File: src/rtl/demux_pkg.sv
`default_nettype none
// ============================================================================
// Module  : demux_pkg
// Purpose : Shared types and defaults for the 1:N stream demultiplexer.
//           slot_state_t : per-channel slot occupancy (EMPTY / FULL)
//           DEMUX_*      : default data width, channel count, counter width
// Rev     : 1.0  initial release
// ============================================================================
package demux_pkg;

    localparam int DEMUX_DATA_W_DEF = 4;
    localparam int DEMUX_N_OUT_DEF  = 4;
    localparam int DEMUX_CNT_W      = 16;

    typedef enum logic [0:0] {
        SLOT_EMPTY = 1'b0,
        SLOT_FULL  = 1'b1
    } slot_state_t;

endpackage : demux_pkg
`default_nettype wire

File: src/rtl/demux_slot.sv
`default_nettype none
// ============================================================================
// Module  : demux_slot
// Purpose : One-entry registered output slot with valid/ready drain.
//           A load while the slot drains replaces the word with no bubble.
//           Optional (DEMUX_1N_CNT_EN) 16-bit wrapping drain counter.
// Ports   : clk, rst        clock, synchronous active-high reset
//           load, load_data write a new word into the slot
//           drain_ready     consumer ready
//           valid, data     slot full flag and stored word
//           cnt             drain count (only with DEMUX_1N_CNT_EN)
// Rev     : 1.0  initial release
// ============================================================================
module demux_slot
    import demux_pkg::*;
#(
    parameter int DATA_W = DEMUX_DATA_W_DEF
) (
    input  logic                   clk,
    input  logic                   rst,
    input  logic                   load,
    input  logic [DATA_W-1:0]      load_data,
    input  logic                   drain_ready,
    output logic                   valid,
    output logic [DATA_W-1:0]      data
`ifdef DEMUX_1N_CNT_EN
    ,
    output logic [DEMUX_CNT_W-1:0] cnt
`endif
);

    slot_state_t       r_state;
    slot_state_t       w_state_nxt;
    logic [DATA_W-1:0] r_data;
    logic              w_drain;

    // State register
    always_ff @(posedge clk) begin
        if (rst) begin
            r_state <= SLOT_EMPTY;
        end else begin
            r_state <= w_state_nxt;
        end
    end

    // Next-state logic: a load always leaves the slot full, even if it drains
    always_comb begin
        w_state_nxt = r_state;
        case (r_state)
            SLOT_EMPTY: if (load)             w_state_nxt = SLOT_FULL;
            SLOT_FULL:  if (w_drain && !load) w_state_nxt = SLOT_EMPTY;
            default:                          w_state_nxt = SLOT_EMPTY;
        endcase
    end

    // Output logic
    always_comb begin
        valid = (r_state == SLOT_FULL);
    end

    assign w_drain = valid & drain_ready;

    // Data is only written on load, so it stays stable while stalled
    always_ff @(posedge clk) begin
        if (rst) begin
            r_data <= '0;
        end else if (load) begin
            r_data <= load_data;
        end
    end

    assign data = r_data;

`ifdef DEMUX_1N_CNT_EN
    logic [DEMUX_CNT_W-1:0] r_cnt;

    always_ff @(posedge clk) begin
        if (rst) begin
            r_cnt <= '0;
        end else if (w_drain) begin
            r_cnt <= r_cnt + DEMUX_CNT_W'(1);
        end
    end

    assign cnt = r_cnt;
`endif

endmodule : demux_slot
`default_nettype wire

File: src/rtl/demux_1n_stream.sv
`default_nettype none
// ============================================================================
// Module  : demux_1n_stream
// Purpose : Parametrised 1:N stream demultiplexer. Each accepted input word
//           is routed to the channel named by in_sel and held in that
//           channel's one-entry slot. A stalled channel only blocks words
//           addressed to it. Words with an out-of-range select are dropped
//           and flagged with a one-cycle sel_err pulse.
// Config  : DEMUX_1N_CNT_EN adds per-channel drain counters (cnt_out) and a
//           sel_err event counter (err_cnt), all 16-bit and wrapping.
// Ports   : clk, rst              clock, synchronous active-high reset
//           in_valid/in_ready     producer handshake
//           in_data, in_sel       producer word and destination channel
//           out_valid/out_ready   per-channel handshake (N_OUT bits)
//           out_data              channel k at [k*DATA_W +: DATA_W]
//           sel_err               dropped-word pulse
//           cnt_out, err_cnt      counters (only with DEMUX_1N_CNT_EN)
// Rev     : 1.0  initial release
// ============================================================================
module demux_1n_stream
    import demux_pkg::*;
#(
    parameter int DATA_W = DEMUX_DATA_W_DEF,
    parameter int N_OUT  = DEMUX_N_OUT_DEF,
    parameter int SEL_W  = $clog2(N_OUT)
) (
    input  logic                         clk,
    input  logic                         rst,
    input  logic                         in_valid,
    output logic                         in_ready,
    input  logic [DATA_W-1:0]            in_data,
    input  logic [SEL_W-1:0]             in_sel,
    output logic [N_OUT-1:0]             out_valid,
    input  logic [N_OUT-1:0]             out_ready,
    output logic [N_OUT*DATA_W-1:0]      out_data,
    output logic                         sel_err
`ifdef DEMUX_1N_CNT_EN
    ,
    output logic [N_OUT*DEMUX_CNT_W-1:0] cnt_out,
    output logic [DEMUX_CNT_W-1:0]       err_cnt
`endif
);

    localparam int c_SEL_SPAN = 1 << SEL_W;

    logic [c_SEL_SPAN-1:0] w_valid_pad;
    logic [c_SEL_SPAN-1:0] w_ready_pad;
    logic                  w_sel_ok;
    logic                  w_xfer;
    logic                  w_drop;
    logic                  r_sel_err;

    // Pad the per-channel flags to the full select range so in_sel can index
    // them directly; unused codes read as empty.
    for (genvar i = 0; i < c_SEL_SPAN; i++) begin : g_pad
        if (i < N_OUT) begin : g_pad_hit
            assign w_valid_pad[i] = out_valid[i];
            assign w_ready_pad[i] = out_ready[i];
        end else begin : g_pad_miss
            assign w_valid_pad[i] = 1'b0;
            assign w_ready_pad[i] = 1'b0;
        end
    end

    // Every select code is a real channel when N_OUT is a power of two
    if (N_OUT == c_SEL_SPAN) begin : g_sel_full
        assign w_sel_ok = 1'b1;
    end else begin : g_sel_part
        assign w_sel_ok = (in_sel < SEL_W'(N_OUT));
    end

    // Out-of-range words are always accepted so they can be dropped
    assign in_ready = !rst && (!w_sel_ok || !w_valid_pad[in_sel] || w_ready_pad[in_sel]);
    assign w_xfer   = in_valid & in_ready;
    assign w_drop   = w_xfer & !w_sel_ok;

    for (genvar k = 0; k < N_OUT; k++) begin : g_slot
        logic w_load;
        assign w_load = w_xfer && w_sel_ok && (in_sel == SEL_W'(k));

        demux_slot #(
            .DATA_W      (DATA_W)
        ) u_slot (
            .clk         (clk),
            .rst         (rst),
            .load        (w_load),
            .load_data   (in_data),
            .drain_ready (out_ready[k]),
            .valid       (out_valid[k]),
            .data        (out_data[k*DATA_W +: DATA_W])
`ifdef DEMUX_1N_CNT_EN
            ,
            .cnt         (cnt_out[k*DEMUX_CNT_W +: DEMUX_CNT_W])
`endif
        );
    end

    always_ff @(posedge clk) begin
        if (rst) begin
            r_sel_err <= 1'b0;
        end else begin
            r_sel_err <= w_drop;
        end
    end

    assign sel_err = r_sel_err;

`ifdef DEMUX_1N_CNT_EN
    logic [DEMUX_CNT_W-1:0] r_err_cnt;

    // Counts in step with the sel_err pulse being set
    always_ff @(posedge clk) begin
        if (rst) begin
            r_err_cnt <= '0;
        end else if (w_drop) begin
            r_err_cnt <= r_err_cnt + DEMUX_CNT_W'(1);
        end
    end

    assign err_cnt = r_err_cnt;
`endif

endmodule : demux_1n_stream
`default_nettype wire
File: config.mk
export PLATFORM = sky130hd
export DESIGN_NAME = demux_1n_stream
export DESIGN_NICKNAME = d
export VERILOG_FILES = /design/src/rtl/demux_pkg.sv /design/src/rtl/demux_slot.sv /design/src/rtl/demux_1n_stream.sv
export SDC_FILE = /design/constraint.sdc
export NUM_CORES = 1
export LEC_CHECK = 0
export CORE_UTILIZATION = 35
export CTS_CLUSTER_DIAMETER = 100
export CTS_CLUSTER_SIZE = 30
export DETAILED_ROUTE_END_ITERATION = 8
export GPL_TIMING_DRIVEN = 1
export PLACE_DENSITY = 0.71
export SLEW_MARGIN = 20
export SYNTH_ARGS = -nofsm -noshare
export SYNTH_HDL_FRONTEND = slang
export SYNTH_SLANG_ARGS = --single-unit
File: constraint.sdc
create_clock -name clk -period 2.05 [get_ports clk]
set_clock_uncertainty 0.1 [all_clocks]
set_input_delay 0.41 -clock clk [delete_from_list [all_inputs] [get_ports clk]]
set_output_delay 0.41 -clock clk [all_outputs]
set_load 0.01 [all_outputs]
**After elaboration in Yosys (flattened, before gate mapping)**

Index checks and enable logic that the tools add are counted.

- Bitwise operators: 9
- Magnitude comparators: 1
- Equal/unequal tests: 3
- Reduce and logical (&&, ||, !) cells: 17
- Multiplexer cells: 16

Operator list:

| cell | number |
|---|---|
| $mux W1 | 10 |
| $logic_and A1 B1 Y1 | 9 |
| $pmux W1 S2 | 4 |
| $logic_not A1 Y1 | 6 |
| $and A1 B1 Y1 | 5 |
| $bmux W1 S2 | 2 |
| $eq A2 B2 Y1 const B | 2 |
| $not A1 Y1 | 4 |
| $lt A2 B3 Y1 const B | 1 |
| $eq A2 B1 Y1 const B | 1 |
| $logic_not A2 Y1 | 1 |
| $logic_or A1 B1 Y1 | 1 |

- Input port bits: 13
- Flip-flop bits (word level): 20

**Depth between registers and ports, before layout**

Gate-level depths: netlist (run 1).

- Depth in word-level cells: 11
- Mapped depth: 5
- Mapped depth without buffers: 3

**Cells and area by module**

From an unflattened synthesis (run 1), not the netlist that was laid out.

- Cell total of the unflattened synthesis: 88
- Area total of the unflattened synthesis: 849.6 sq um

By module, submodules not included:

| module | cells each | times used | area each (sq um) |
|---|---|---|---|
| demux_slot | 17 | 4 | 181.4 |
| demux_1n_stream | 20 | 1 | 123.9 |

**Least setup slack after synthesis (run 1)**

OpenSTA, ideal clock, no wires.

- Path type: input to output
- Start point: in in_sel[0]
- End point: out in_ready
- Data arrival time: 1.297 ns
- Stages: 4
- Setup slack: 0.243 ns
- Cells stage by stage: buf_2 inv_1 mux4_2 nor2_1

- Longest elaborated chain between the ends: 5

RTL lines:

| what | RTL line | RTL |
|---|---|---|
| start: declaration | demux_1n_stream.sv:32 | `input logic [SEL_W-1:0] in_sel,` |
| $bmux W1 S2 | demux_1n_stream.sv:73 | `assign in_ready = !rst && (!w_sel_ok \|\| !w_valid_pad[in_sel] \|\| w_ready_pad[in_sel]);` |
| $mux W1 (implied by the code) | demux_1n_stream.sv:73 |  |
| $logic_not A1 Y1 | demux_1n_stream.sv:73 |  |
| $logic_or A1 B1 Y1 (*) | demux_1n_stream.sv:73 |  |
| $logic_and A1 B1 Y1 (*) | demux_1n_stream.sv:73 |  |
| end: declaration | demux_1n_stream.sv:30 | `output logic in_ready,` |

Every way passes the cells marked *; elsewhere a longest branch is shown, timed or not. The select of a mux whose other input is x is not followed.

**Final worst setup path (run 1)**

- Start point: reg g_slot[3].u_slot.r_state
- End point: out in_ready

- Longest elaborated chain between the ends: 5

RTL lines:

| what | RTL line | RTL |
|---|---|---|
| start: declaration | demux_slot.sv:32 | `slot_state_t r_state;` |
| start signal: assignment | demux_slot.sv:42 | `r_state <= w_state_nxt;` |
| $bmux W1 S2 | demux_1n_stream.sv:73 |  |
| $mux W1 (implied by the code) | demux_1n_stream.sv:73 |  |
| $logic_not A1 Y1 | demux_1n_stream.sv:73 |  |
| $logic_or A1 B1 Y1 | demux_1n_stream.sv:73 |  |
| $logic_and A1 B1 Y1 | demux_1n_stream.sv:73 |  |

No other way between the ends. The select of a mux whose other input is x is not followed.

==> reports/metrics.cfg, run 1 <==
[status]
status = finished, final reports clean

[clocking]
numCtsBuffers = 3
ctsRootBufferMaster = clkbuf_4
clock_sinks = 20
cts_buffer_depth = 2
clk_latency_ps = 310
cts_tree = built
postCtsSetupBuffers = 0
clkTransAtPathRegs_ps = 120
ctsHtreeMaxLevel = 1

[floorplanning]
die-area_mm2 = 0.00286
io_pins = 35
rows = 18
die_h_um = 53.5
core-area_mm2 = 0.00250
initial_core_util = 0.371
die_w_um = 53.5

[power_and_ir_drop]
p_switching_mw = 0.195
p_leak_nw = 0.515
power.internal_mw = 0.571
seq_power_share = 0.529
ir_drop_mv = 0.374
clkPwrFrac = 0.313
p_comb_frac = 0.158
swShare = 0.255
p_per_area_mw_per_mm2 = 556

[synth]
yosys_warnings = 0
syn_nets = 114
netlist_top_cells_area = dfxtp_1, a21oi_1, o31ai_1
synth_area_um2 = 928
synth_cells = 101
synth_cell_types = 25
synth_top_area_share = 0.431
post-synth-top-area-cell = dfxtp_1
ys_ff_latch = 20
avgSynthCellArea_um2 = 9.19
seq_area_frac_synth = 0.431

[layout]
most-common-layout-cells = clkdlybuf4s50_1, dfxtp_1, buf_4
final-seq-area_um2 = 402
fin_cells = 173
utilization = 0.551
antennaDiodeCount = 0
multi_input_area_um2 = 433
final_common_cell = clkdlybuf4s50_1
nFillCells = 240
syn2layout_area_growth_pct = 48.4
nets = 157
final_layout_size_suffix_gt1_frac = 0.203

[worst_setup_path]
r2r-start = g_slot[2].u_slot.valid
crit_type = flop to output pin
end_kind = output pin
startpoint = g_slot[3].u_slot.valid
rrSetupSlack_ps = 790
critPathLaunchType = flop
worstPathMaxFanout = 2
arrival_ps = 1480
rr_worst_depth = 4
reg2reg_to = g_slot[2].u_slot.data[0]
endpoint = in_ready
critPathRequiredTime_ps = 1540

[timing]
finalCriticalPeriod_ps = 1990
grt_setup_unrepaired = no
finalCritPeriodShare = 0.971
setup_viol = 0
fmax_mhz = 502
fin_setup_tns_ps = 0
drv_slew = 0
finalHoldViolations = 0
layout_setup_ws_ps = 58.9

[placement]
pre_cts_slack_ps = -550
dp_cells = 169
place_hpwl_mm = 1.93
gp_congestion = 0.856
portBuffers = 33

[global_route]
antenna_found_initial = 0
grt_max_degree = 19
grt_use_total = 0.192
first_global_vias = 913
grt_pass1_wl_mm = 3.95
gr-total-overflow = 0

[hold_path]
hp-class = flop to flop

[detailed_routing]
drc = 0
drt-total-wl_mm = 2.52
routedWlPerCell_um = 14.5
drt_iter0_drc = 14
drtAntennaViolNets = 0
firstDrtPassIters = 4
viasPerCell = 5.40
via_count = 934

[run]
maxCapViolCount = 0

logic make-up after synthesis:
group,Yosys count,synth area share
other,1,0.00404
flip-flops,20,0.431
AO/OA/AOI/OAI,36,0.256
multiplexers,1,0.0243
buffers and inverters,18,0.113
AND/OR/NAND/NOR,25,0.171
registers in the layout (all words and copies together), names as in the netlist:
register and flops:
g_slot.u_slot.data 16, g_slot.u_slot.valid 4
synth_stat cells:
cell,n
nor3b_2,1
or3b_1,1
clkbuf_1,1
o311ai_0,4
nand3b_1,1
o21ai_1,4
and3b_1,1
nor2b_1,4
buf_6,2
o21ai_0,4
o31ai_1,8
o311ai_2,1
inv_1,6
nand4_1,8
buf_1,1
nand3_1,2
nand2b_1,4
a21oi_1,12
conb_1,1
buf_2,3
nor2_1,3
buf_4,5
o311ai_1,3
mux4_2,1
dfxtp_1,20
stage by stage:
stage | instance area [µm²] | power (mW) | hold slack [ps]
after floorplan | 928 | 0.468 | 380
after global placement | 1340 | 0.533 | 356
after detailed placement | 1340 | 0.537 | 359
after CTS | 1370 | 0.764 | 382
after global routing | 1380 | 0.791 | 407
final | 1380 | 0.766 | 380
layout make-up:
| class | count | area share |
|---|---|---|
| repair buffers | 50 | 0.324 |
| multi-input cells | 63 | 0.314 |
| flip-flops and latches | 20 | 0.292 |
| well taps | 30 | 0.0272 |
| clock buffers | 4 | 0.0263 |
| inverters | 6 | 0.0163 |
timing repair:
item,CTS,global route
endpoints found under the setup margin,1,1
gates resized for setup,12,2
hold buffers,0,0
pin swaps,1,1
worst max-delay path: stages, from the launching register on:
cell     delay, ps
dfxtp_1        330
nor2b_2        160
mux4_2         460
nor2_1         100
buf_2          130
worst min path at each step:
stage	from	endpoint	slack, ps	depth (start not counted)
CTS	g_slot[3].u_slot.data[0]	g_slot[3].u_slot.data[0]	380	2
floorplan	g_slot[0].u_slot.valid	g_slot[0].u_slot.valid	380	2
global placement	g_slot[1].u_slot.data[2]	g_slot[1].u_slot.data[2]	360	2
finish	g_slot[1].u_slot.data[1]	g_slot[1].u_slot.data[1]	380	2
detailed placement	g_slot[1].u_slot.data[3]	g_slot[1].u_slot.data[3]	360	2
global route	g_slot[0].u_slot.data[2]	g_slot[0].u_slot.data[2]	410	2
power groups by stage:
stage	sequential, mW	combinational, mW	clock [mW]
floorplan	0.417	0.0501	0
global placement	0.413	0.120	0
detailed placement	0.414	0.123	0
CTS	0.405	0.120	0.239
global route	0.406	0.130	0.255
finish	0.405	0.121	0.240
metal layers:
layer,up-vias,part of all wire,GRT usage
li1,454,-,-
met1,430,0.47,0.236
met2,40,0.45,0.321
met3,10,0.054,0.0345
met4,0,0.021,0.0877
met5,-,0,0
Power figures use the tool's default switching activity.
==> run 2, diff against run 1 <==
Settings changed: CORE_UTILIZATION 35 to 46, PLACE_DENSITY 0.71 to 0.88, SKIP_LAST_GASP set to 1.
==> run 2 against run 1 <==
Largest power group unchanged. Critical endpoint unchanged. Register-to-register slack got worse by 160 ps. Sequential cell count unchanged. Worst setup slack improved by 19 ps. Critical path type unchanged. Critical path depth unchanged.
==> reports/metrics.cfg, run 2 (synthesized netlist as in run 1, its figures left out) <==
[detailed_routing]
routedWlPerCell_um = 14.7
viasPerCell = 5.77
via_count = 946
firstDrtPassIters = 4
drt_iter0_drc = 34
drt-total-wl_mm = 2.41
drtAntennaViolNets = 0
drc = 0

[worst_setup_path]
rr_worst_depth = 4
max_stage_delay_ps = 450
critPathRequiredTime_ps = 1540
r2r-start = g_slot[2].u_slot.valid
end_kind = output pin
reg2reg_to = g_slot[2].u_slot.data[2]
worstPathMaxFanout = 2
rrSetupSlack_ps = 630
path_delay_family = multiplexers
cp_cell_sequence = nor2b_2 > mux4_2 > nor2_1 > buf_2
critPathLaunchType = flop
arrival_ps = 1460
crit_buf_inv = 1
crit_type = flop to output pin
cp_slowest_cell = mux4_2

[layout]
fin_area_mm2 = 0.00134
most-common-layout-cells = clkdlybuf4s50_1, dfxtp_1, buf_4
final-seq-area_um2 = 400
antennaDiodeCount = 0
final_layout_size_suffix_gt1_frac = 0.180
final_common_cell = clkdlybuf4s50_1
syn2layout_area_growth_pct = 43.9
fin_cells = 164
multi_input_area_um2 = 430
nFillCells = 149
utilization = 0.742
nets = 153
largest_reg_flops = 16

[placement]
dp_cells = 160
place_hpwl_mm = 1.87
portBuffers = 33
placed_cell_area_mm2 = 0.00131
pre_cts_slack_ps = -511
gp_congestion = 0.797

[clocking]
cts_tree = built
clkTransAtPathRegs_ps = 110
cts_buffer_depth = 2
clock_sinks = 20
ctsHtreeMaxLevel = 1
postCtsSetupBuffers = 0
clk_latency_ps = 290
numCtsBuffers = 3
ctsRootBufferMaster = clkbuf_4

[power_and_ir_drop]
p_leak_nw = 0.497
ir_drop_mv = 0.421
p_per_area_mw_per_mm2 = 559
total_power_mw = 0.747

[timing]
layout_setup_ws_ps = 78.3
setup_viol = 0
finalHoldViolations = 0
fmax_mhz = 507
finalCritPeriodShare = 0.962
drv_slew = 0
finalCriticalPeriod_ps = 1970
grt_setup_unrepaired = no

[global_route]
first_global_vias = 861
grt_use_total = 0.242
gr-usage-met3 = 0.0308
antenna_found_initial = 0
met1_usage = 0.316
grt_pass1_wl_mm = 3.78
busiest_layer = met2
gr-total-overflow = 0
grt_max_degree = 19
use_met2 = 0.403

[floorplanning]
die_w_um = 46.9
die_h_um = 46.9
rows = 15
initial_core_util = 0.515
die-area_mm2 = 0.00220
core-area_mm2 = 0.00180
io_pins = 35

[status]
status = finished, final reports clean

[run]
maxCapViolCount = 0

[hold_path]
hold_path_end = g_slot[0].u_slot.data[2]
min_from = g_slot[0].u_slot.data[2]
hp-class = flop to flop
hold_depth = 2

==> run 2: how the worst max path moves through the flow <==
stage,start,end,slack [ps],cells after the start
after global routing,g_slot[3].u_slot.valid,in_ready,1,4
after global placement,in_sel[0],in_ready,-510,5
final,g_slot[2].u_slot.valid,in_ready,80,4
after floorplan,in_sel[0],in_ready,240,4
after CTS,g_slot[2].u_slot.valid,in_ready,70,4
after detailed placement,in_sel[0],in_ready,-510,5
==> run 2: stage by stage <==
step	TNS, ps	hold WS (ps)
after floorplan	0	380
after global placement	-511	355
after detailed placement	-868	365
after CTS	0	382
after global routing	0	403
final	0	381
==> run 2: repair_timing <==
| item | in CTS | in global routing |
|---|---|---|
| hold endpoints to repair | 0 | 0 |
| gates resized for setup | 14 | 0 |
| hold buffers | 0 | 0 |
| setup endpoints to repair | 1 | 0 |
==> run 2: final cells by class <==
cell class	count	share of cell area
Tap cell	25	0.0234
Multi-Input combinational cell	63	0.322
Clock buffer	4	0.0272
Timing Repair Buffer	46	0.311
Sequential cell	20	0.300
Inverter	6	0.0169
==> run 2: routing by layer <==
layer,routed length [µm],up-vias
li1,-,450
met1,1010,442
met2,1200,48
met3,161,6
met4,35,0
met5,0,-
==> run 2: worst min-delay path, stage by stage, from the launching register on <==
cell	delay [ps]
dfxtp_1	330
o311ai_1	60
o21ai_1	60
==> run 2: power by group <==
group          internal, mW  switching (mW)
Combinational        0.0577          0.0571
Sequential            0.399         0.00536
Clock                 0.108           0.120
==> RTL edit (settings of run 2) <==
The option `DEMUX_1N_CNT_EN` is turned on by a define.
--- a/src/rtl/demux_slot.sv
+++ b/src/rtl/demux_slot.sv
@@ -13,2 +13,4 @@
 // ============================================================================
+`define DEMUX_1N_CNT_EN
+
 module demux_slot
Check against the original RTL (old outputs only; new: cnt_out and err_cnt): equivalent (Yosys induction, for registers that start in step).
==> RTL edit against run 2 <==
Maximum frequency fell by 2.4%. Critical path type unchanged. Setup slack lost 48 ps. Wire length rose to 3.7 times the old value. Power rose to 4.0 times the old value. Final area grew to 3.9 times the old value. Clock power rose to 5.3 times the old value. Area after synthesis rose to 4.1 times the old value. Sequential cell count is 64 higher. Synthesized cell count increased to 4.2 times the old value.
==> RTL edit: results (changes against run 2) <==
Final GP Congestion: 0.849 (+6.5%)
Via count: 3429 (+260%)
Outcome: complete, no violations
Critical path peak fanout: 2 (unchanged)
Number of diodes: 0 (unchanged)
R2R Path End: g_slot[0].u_slot.cnt[15]
Critical path startpoint: g_slot[3].u_slot.valid
First-pass GRT wire length: 15.2 mm (+300%)
Minimum clock period: 2020 ps (+48.2 ps)
Synth top area cells: dfxtp_1 (44%), xor2_1 (7.3%), nor2_1 (7.2%), mux2i_1 (4.2%), buf_4 (4.1%)
Reg2reg setup slack: 180 ps (-450 ps)
Starting DRT DRC Count: 85 (+150%)
Hold path start: out_ready[2]
Pin count of the biggest net entering global routing: 52 (+33)
Clk Latency, worst-skew pair: 350 ps (+60 ps)
Final core utilization: 65.8% (-8.4 points)
Share of layout cells above drive strength 1: 12.3% (-5.7 points)
Max reg flops: 64 (+48)
CTS root buffer: clkbuf_8
Leak: 0.00192 uW (+290%)
Total of max-cap violations: 0 (unchanged)
H-tree depth: 3 (+2)
Final-report hold violation count: 0 (unchanged)
Sequential area share after synthesis: 43.9% (+0.78 points)
Post-CTS setup buffers: 0 (unchanged)
Wirelength, routed: 9.01 mm (+270%)
Hold WS: 323 ps (-58.5 ps)
Port Buf Inserts: 97 (+190%)
Clock-pin slew on the worst setup and hold paths: 90 ps (-20 ps)
Most used DFF post-synth: dfxtp_1
Worst Max-Slew Pin Slew: 522 ps
Max VDD drop: 0.000432 V (+2.4%)
Post-Place Cells: 632 (+300%)
Final #Nets: 558 (+260%)
GRT Total Usage: 21.9% (-2.3 points)
Dpl ws: -708 ps (-197 ps)
Hold path depth: 3 (+1)
Syn avg cell area: 9.01 sq um (-2.0%)
Worst hold path type: in2reg
Placed instance area: 4970 sq um (+280%)
Total CTS buffers: 9 (+6)
Routed len/inst: 13.9 microns (-5.4%)
End of the critical path: in_ready
Distinct cells, synth: 47 (+88%)
R2r startpoint: g_slot[0].u_slot.cnt[2]
Filler Cells Inserted: 645 (+330%)
Hpwl dp: 6.54 mm (+250%)
Hold endpoint: g_slot[2].u_slot.cnt[1]
Synth cell count leaders: dfxtp_1 (84), nor2_1 (73), xor2_1 (32)
## RTL edit: changes by cell type after synthesis, sizes merged, moves of 16 or more
cell | run 2 | this run
nor2 | 3 | 73
dfxtp | 20 | 84
xor2 | 0 | 32
nand2 | 0 | 26
nand3 | 2 | 22
buf | 11 | 29
mux2i | 0 | 16
## RTL edit: metal layers
layer  up-vias  GRT usage, %  wire length (microns)
met5         -             0                      0
met4         0          8.21                    144
met1      1632          24.4                   3810
met3        14          6.83                    564
li1       1680             -                      -
met2       103          38.8                   4490
## RTL edit: cell type report
| class | count | share of cell area (%) |
|---|---|---|
| clock buffer | 10 | 2.65 |
| clock inverter | 5 | 1.18 |
| inverter | 3 | 0.217 |
| multi-input combinational | 319 | 38.8 |
| sequential | 84 | 32.5 |
| tap | 102 | 2.46 |
| timing repair buffer | 124 | 22.2 |
## RTL edit: cells by family (layout without fill, tap and decap cells)
kind of cell	after synthesis	count (layout)	synth area share (%)
buffers and inverters	38	142	5.88
adders and majority gates	4	4	1.31
AOI/OAI and AO/OA	36	36	5.49
DFF	84	84	43.9
other	1	17	0.0979
and+or+nand+nor	200	200	27.9
muxes	22	22	6.24
xor gates and xnor gates	40	40	9.15
## RTL edit: timing repair
action	4_1_cts	5_1_grt
pin swaps	1	1
gates resized for setup	20	5
endpoints found under the setup margin	1	1
## RTL edit: worst max-delay path: stages (launching register included)
cell and delay [ps]:
dfxtp_2 330, nor2b_4 110, mux4_2 470, nor2_2 110, buf_2 140
## RTL edit: report_power, final
group	leakage (uW)	internal, uW	switching [uW]	total (uW)
logic	0.00115	66.1	93.6	160
registers	0.000679	1640	6.30	1650
clock network	0.0000910	594	605	1200
